[src/rtl/spi_ram_pkg.sv]
// Shared opcodes, FSM state type and default widths for the SPI-attached RAM controller.
package spi_ram_pkg;

    localparam int DEF_MEM_DEPTH = 256;
    localparam int DEF_ADDR_SIZE = 8;
    localparam int DEF_TX_HOLD   = 10;
    localparam int DATA_W        = 8;
    localparam int CMD_W         = 10;

    localparam logic [1:0] OP_WR_ADDR = 2'b00;
    localparam logic [1:0] OP_WR_DATA = 2'b01;
    localparam logic [1:0] OP_RD_ADDR = 2'b10;
    localparam logic [1:0] OP_RD_DATA = 2'b11;

    typedef enum logic [1:0] {
        IDLE = 2'd0,
        RD   = 2'd1,
        HOLD = 2'd2
    } state_e;

endpackage

[src/rtl/spi_ram_array.sv]
// Single-port MEM_DEPTH x DATA_W storage with a registered read port.
// It has no reset, so synthesis can map it onto block RAM.
module spi_ram_array
    import spi_ram_pkg::*;
#(
    parameter int MEM_DEPTH = DEF_MEM_DEPTH,
    parameter int ADDR_SIZE = DEF_ADDR_SIZE
) (
    input  logic                 clk,
    input  logic                 we,
    input  logic                 re,
    input  logic [ADDR_SIZE-1:0] addr,
    input  logic [DATA_W-1:0]    wdata,
    output logic [DATA_W-1:0]    rdata
);

    logic [DATA_W-1:0] mem_q [MEM_DEPTH];
    logic [DATA_W-1:0] rdata_q;

    always_ff @(posedge clk) begin
        if (we) begin
            mem_q[addr] <= wdata;
        end else if (re) begin
            rdata_q <= mem_q[addr];
        end
    end

    assign rdata = rdata_q;

endmodule

[src/rtl/spi_ram_ctrl.sv]
// Command decoder and read-out FSM between the SPI slave and the RAM array.
// A rising edge of rx_valid loads the one-entry command slot; the slot executes the next cycle.
module spi_ram_ctrl
    import spi_ram_pkg::*;
#(
    parameter int MEM_DEPTH = DEF_MEM_DEPTH,
    parameter int ADDR_SIZE = DEF_ADDR_SIZE,
    parameter int TX_HOLD   = DEF_TX_HOLD
) (
    input  logic              clk,
    input  logic              rstn,
    input  logic [CMD_W-1:0]  rx_data,
    input  logic              rx_valid,
    output logic [DATA_W-1:0] tx_data,
    output logic              tx_valid
);

    localparam int HOLD_W = $clog2(TX_HOLD + 1);

    state_e state_q, state_d;

    logic                 rx_valid_q;
    logic                 cmd_valid_q, cmd_valid_d;
    logic [1:0]           cmd_op_q, cmd_op_d;
    logic [DATA_W-1:0]    cmd_payload_q, cmd_payload_d;
    logic                 cmd_defer_q, cmd_defer_d;
    logic [ADDR_SIZE-1:0] wr_addr_q, wr_addr_d;
    logic [ADDR_SIZE-1:0] rd_addr_q, rd_addr_d;
    logic [HOLD_W-1:0]    hold_cnt_q, hold_cnt_d;
    logic [DATA_W-1:0]    tx_data_q, tx_data_d;
    logic                 tx_valid_q, tx_valid_d;

    logic                 fresh;
    logic                 exec;
    logic                 abort;
    logic                 mem_we;
    logic                 mem_re;
    logic [ADDR_SIZE-1:0] mem_addr;
    logic [DATA_W-1:0]    mem_rdata;

    // A command waits in the slot while the array read is in flight; commands that
    // arrived around a read (deferred) only cut the hold short if they are reads themselves.
    always_comb begin
        fresh = rx_valid && !rx_valid_q;
        exec  = cmd_valid_q && (state_q != RD);
        abort = exec && (state_q == HOLD) && (!cmd_defer_q || (cmd_op_q == OP_RD_DATA));
    end

    always_comb begin
        state_d = state_q;
        unique case (state_q)
            IDLE: begin
                if (exec && (cmd_op_q == OP_RD_DATA)) begin
                    state_d = RD;
                end
            end
            RD: begin
                state_d = HOLD;
            end
            HOLD: begin
                if (abort) begin
                    state_d = (cmd_op_q == OP_RD_DATA) ? RD : IDLE;
                end else if (hold_cnt_q == '0) begin
                    state_d = IDLE;
                end
            end
            default: begin
                state_d = IDLE;
            end
        endcase
    end

    always_comb begin
        tx_valid_d = tx_valid_q;
        tx_data_d  = tx_data_q;
        hold_cnt_d = hold_cnt_q;
        unique case (state_q)
            IDLE: begin
                tx_valid_d = 1'b0;
            end
            RD: begin
                tx_valid_d = 1'b1;
                tx_data_d  = mem_rdata;
                hold_cnt_d = HOLD_W'(TX_HOLD - 1);
            end
            HOLD: begin
                if (abort || (hold_cnt_q == '0)) begin
                    tx_valid_d = 1'b0;
                    hold_cnt_d = '0;
                end else begin
                    hold_cnt_d = hold_cnt_q - HOLD_W'(1);
                end
            end
            default: begin
                tx_valid_d = 1'b0;
            end
        endcase
    end

    always_comb begin
        wr_addr_d     = wr_addr_q;
        rd_addr_d     = rd_addr_q;
        cmd_valid_d   = cmd_valid_q;
        cmd_op_d      = cmd_op_q;
        cmd_payload_d = cmd_payload_q;
        cmd_defer_d   = cmd_defer_q;
        mem_we        = exec && (cmd_op_q == OP_WR_DATA);
        mem_re        = exec && (cmd_op_q == OP_RD_DATA);
        mem_addr      = (cmd_op_q == OP_WR_DATA) ? wr_addr_q : rd_addr_q;

        if (exec && (cmd_op_q == OP_WR_ADDR)) begin
            wr_addr_d = cmd_payload_q[ADDR_SIZE-1:0];
        end
        if (exec && (cmd_op_q == OP_RD_ADDR)) begin
            rd_addr_d = cmd_payload_q[ADDR_SIZE-1:0];
        end

        if (exec) begin
            cmd_valid_d = 1'b0;
        end
        // A full slot that is not draining this cycle drops the new command.
        if (fresh && (!cmd_valid_q || exec)) begin
            cmd_valid_d   = 1'b1;
            cmd_op_d      = rx_data[9:8];
            cmd_payload_d = rx_data[7:0];
            cmd_defer_d   = (state_q == RD) || (state_d == RD);
        end
    end

    always_ff @(posedge clk or negedge rstn) begin
        if (!rstn) begin
            state_q <= IDLE;
        end else begin
            state_q <= state_d;
        end
    end

    always_ff @(posedge clk or negedge rstn) begin
        if (!rstn) begin
            rx_valid_q    <= 1'b0;
            cmd_valid_q   <= 1'b0;
            cmd_op_q      <= OP_WR_ADDR;
            cmd_payload_q <= '0;
            cmd_defer_q   <= 1'b0;
            wr_addr_q     <= '0;
            rd_addr_q     <= '0;
            hold_cnt_q    <= '0;
            tx_data_q     <= '0;
            tx_valid_q    <= 1'b0;
        end else begin
            rx_valid_q    <= rx_valid;
            cmd_valid_q   <= cmd_valid_d;
            cmd_op_q      <= cmd_op_d;
            cmd_payload_q <= cmd_payload_d;
            cmd_defer_q   <= cmd_defer_d;
            wr_addr_q     <= wr_addr_d;
            rd_addr_q     <= rd_addr_d;
            hold_cnt_q    <= hold_cnt_d;
            tx_data_q     <= tx_data_d;
            tx_valid_q    <= tx_valid_d;
        end
    end

    spi_ram_array #(
        .MEM_DEPTH (MEM_DEPTH),
        .ADDR_SIZE (ADDR_SIZE)
    ) u_array (
        .clk   (clk),
        .we    (mem_we),
        .re    (mem_re),
        .addr  (mem_addr),
        .wdata (cmd_payload_q),
        .rdata (mem_rdata)
    );

    assign tx_data  = tx_data_q;
    assign tx_valid = tx_valid_q;

endmodule

[config.mk]
export PLATFORM = sky130hd
export DESIGN_NAME = spi_ram_ctrl
export DESIGN_NICKNAME = d
export VERILOG_FILES = /design/src/rtl/spi_ram_pkg.sv /design/src/rtl/spi_ram_array.sv /design/src/rtl/spi_ram_ctrl.sv
export SDC_FILE = /design/constraint.sdc
export NUM_CORES = 2
export LEC_CHECK = 0
export CELL_PAD_IN_SITES_DETAIL_PLACEMENT = 1
export CELL_PAD_IN_SITES_GLOBAL_PLACEMENT = 2
export CORE_MARGIN = 1
export CORE_UTILIZATION = 50
export CTS_CLUSTER_SIZE = 30
export DETAILED_ROUTE_END_ITERATION = 8
export GPL_ROUTABILITY_DRIVEN = 0
export PLACE_DENSITY_LB_ADDON = 0.1
export SLEW_MARGIN = 20
export SYNTH_ARGS = -nofsm -noshare
export SYNTH_HDL_FRONTEND = slang
export SYNTH_SLANG_ARGS = --single-unit
[constraint.sdc]
create_clock -name clk -period 11.26 [get_ports clk]
set_input_delay 1.126 -clock clk [delete_from_list [all_inputs] [get_ports clk]]
set_output_delay 1.126 -clock clk [all_outputs]
set_load 0.01 [all_outputs]
==> qor.yml <==
synthesis:
  syn_area_sq_um: 77600
  synth.avg_cell_area_sq_um: 18.3
  synth_nets: 4265
  synth_cells: 4246
  yosysUniqueCellTypes: 41
  yosysSeqAreaShare_pct: 80.9
  ys_ff_latch: 2100
  yosys_warnings: 0
routing:
  drt_first_pass_iters: 6
  first_iter_violations: 4319
  wire_per_inst_um: 34.3
  drtAntennaViolNets: 0
  drc: 0
  drt-total-wl_mm: 223
  vias: 43200
  via_per_inst: 6.66
sta:
  drv_slew: 0
  finalSetupTns_ns: 0
  setup_slack_ns: 5.68
  finClkSkew_ns: 0.0328
  period_share_pct: 49.6
  rsz0062_at_grt: "false"
  max_freq_ghz: 0.179
  relSlewSlack_pct: 17.7
  worstMarginPinSlew_ns: 1.22
  hold_violations: 0
  fin_crit_ns: 5.58
  setup_viol: 0
worst_hold_path:
  worstHoldPathType: "primary input to asynchronous set/reset pin"
global_route:
  grt.total_usage_pct: 28.2
  overflow: 0
  antenna_found_initial: 5
  grt_max_degree: 199
  grt_pass1_vias: 44000
  grt_pass1_wl_mm: 320
clock_tree:
  clkTransAtPathRegs_ns: 0.06
  cts_tree: "built"
  hold_buffers: 0
  cts_sinks: 2100
  postCtsResizedCells: 0
  clock_tree.htree_level_count: 4
  post-cts-setup-buffers: 0
  cts-root-buf: "clkbuf_16"
  cts_buffer_depth: 3
  cts-buffers-inserted: 208
  clock_latency_ns: 0.83
worst_setup_path:
  crit_chain: "or4b_2 -> o31ai_4 -> buf_4 -> buf_4 -> buf_4 -> a22o_1 -> a221oi_1 -> o22ai_1 -> nor4_1 -> a21oi_1 -> a2111o_1"
  crit_top_cell: "buf_4"
  cp_max_fo: 63
  cp_slowest_stage_delay_ns: 0.88
  worst_ep_required_time_ns: 11.95
  crit_type: "flip-flop to flip-flop"
  startpoint_type: "flip-flop"
  slowest_stage: "a21oi_1"
  arrival_ns: 6.27
  cp-end-kind: "flip-flop"
power:
  leakage_nw: 26.6
  p_int_mw: 14.9
  p_comb_share_pct: 27.0
  vdd_drop_max_uv: 177
  p_sw_mw: 7.23
  power_density_nw_per_um2: 255
  p_clk_share_pct: 30.9
  seqPwrFrac_pct: 42.1
  swShare_pct: 32.7
die:
  dieHeight_um: 396
  dieArea_sq_um: 157000
  placementRows: 144
  fp.dieW_um: 396
  ios: 22
  initial_core_util_pct: 50.4
  coreArea_sq_um: 154000
placed_design:
  hpwl_mm: 128
  io_buffers: 21
  place_ws_ns: 5.75
run:
  drv_cap: 0
layout:
  syn_to_final_growth_pct: 11.6
  n_antenna_cell: 0
  final_common_cell: "edfxtp_1"
  regArea_sq_um: 62900
  final_cell_mix: "edfxtp_1 (2,056), a22o_1 (513), a221oi_1 (509)"
  drive_gt1_share_pct: 10.7
  fillers: 13400
  finalNetCount: 4273
  multi_input_area_sq_um: 13500
status:
  status: "complete, no violations"
==> routing by layer <==
metal / share of wire, % / wire, um / vias up / track usage, %
li1: - / - / 18200 / -
met1: 43 / 95500 / 23000 / 40.5
met2: 48 / 108000 / 1673 / 45.2
met3: 6.3 / 14000 / 302 / 4.25
met4: 2.5 / 5570 / 2 / 7.50
met5: 0.0049 / 11 / - / 0
==> sequential cells by signal, summed over array words and instances (netlist names) <==
register	flops
rd_addr_q	8
wr_addr_q	8
tx_valid	1
u_array.rdata	8
tx_data	8
cmd_payload_q	8
cmd_op_q	2
u_array.mem_q	2048
hold_cnt_q	4
state_q	2
cmd_defer_q	1
rx_valid_q	1
cmd_valid_q	1
==> synth_stat cells, drive strengths merged <==
cell | n | area share [%]
clkbuf | 214 | 1.0
inv | 12 | 0.058
a22o | 513 | 5.8
nor2 | 261 | 1.3
mux2i | 1 | 0.013
o21a | 1 | 0.0097
or2 | 1 | 0.0081
or4b | 1 | 0.013
edfxtp | 2056 | 80
o22ai | 257 | 2.1
nor3 | 5 | 0.032
dfrtp | 44 | 1.4
a221oi | 512 | 5.8
nand3 | 5 | 0.032
nand2b | 7 | 0.066
nor4 | 64 | 0.52
or3 | 3 | 0.024
a32o | 1 | 0.013
o41a | 1 | 0.015
o31a | 1 | 0.011
nor3b | 2 | 0.019
ha | 6 | 0.097
a2111o | 8 | 0.12
nor4bb | 2 | 0.026
nor2b | 2 | 0.016
mux2 | 30 | 0.44
nand2 | 74 | 0.36
o21ai | 15 | 0.097
a21oi | 18 | 0.12
and3 | 2 | 0.016
a21boi | 8 | 0.077
o31ai | 9 | 0.087
a31o | 3 | 0.034
nand3b | 4 | 0.039
buf | 103 | 0.76
==> power groups by stage <==
stage	registers (mW)	logic, mW	clock network, mW
finish	9.29	5.97	6.84
global placement	9.44	5.88	0
detailed placement	9.46	5.95	0
global route	9.30	6.28	7.17
CTS	9.29	5.98	6.91
floorplan	9.63	3.52	0
==> metrics by stage <==
step                      cells  utilization (%)  power (mW)  hold WS (ns)  area (sq um)
final                      6482             56.3        22.1         0.469         86700
after global routing       6482             56.3        22.8         0.507         86700
after CTS                  6481             56.2        22.2         0.460         86600
after detailed placement   6087             51.9        15.4         0.475         79900
after global placement     6086             51.9        15.3         0.478         79900
after floorplan            4246                -        13.1         0.454         77600
==> cell type report <==
type	instances	share of cell area, %
multi-input cells	1817	15.6
repair buffers	115	1.18
clock inverters	127	1.22
inverters	12	0.0520
clock buffers	267	6.51
well taps	2044	2.95
flip-flops and latches	2100	72.5
==> logic make-up (layout without fill, tap and decap cells) <==
logic type,Yosys count,after routing,synth area share (%)
AO/OA/AOI/OAI,1347,1347,14.2
multiplexers,31,31,0.448
adder cells (fa/ha/maj),6,6,0.0967
flip-flops,2100,2100,80.9
AND/OR/NAND/NOR,433,433,2.43
buffers and inverters,329,521,1.86
==> critical path: cells and delay by family, from the launching register on <==
family	cells	cell delay [ns]
buffers and inverters	3	2.13
AND/OR/NAND/NOR	2	0.76
AO/OA/AOI/OAI	6	1.81
flip-flops	1	0.54
==> path summary, 6_finish.rpt <==
path,start,end,slack (ns),depth (start not counted)
max,cmd_op_q[0],u_array.rdata[0],5.68,11
min,rstn,cmd_payload_q[3],0.47,2
max reg2reg,cmd_op_q[0],u_array.rdata[0],5.68,11
min reg2reg,u_array.rdata[6],tx_data[6],0.49,1
max in group asynchronous,rstn,cmd_payload_q[2],10.21,2
min in group clk,u_array.rdata[6],tx_data[6],0.49,1
Note: power is estimated with default switching activity, not from simulation.
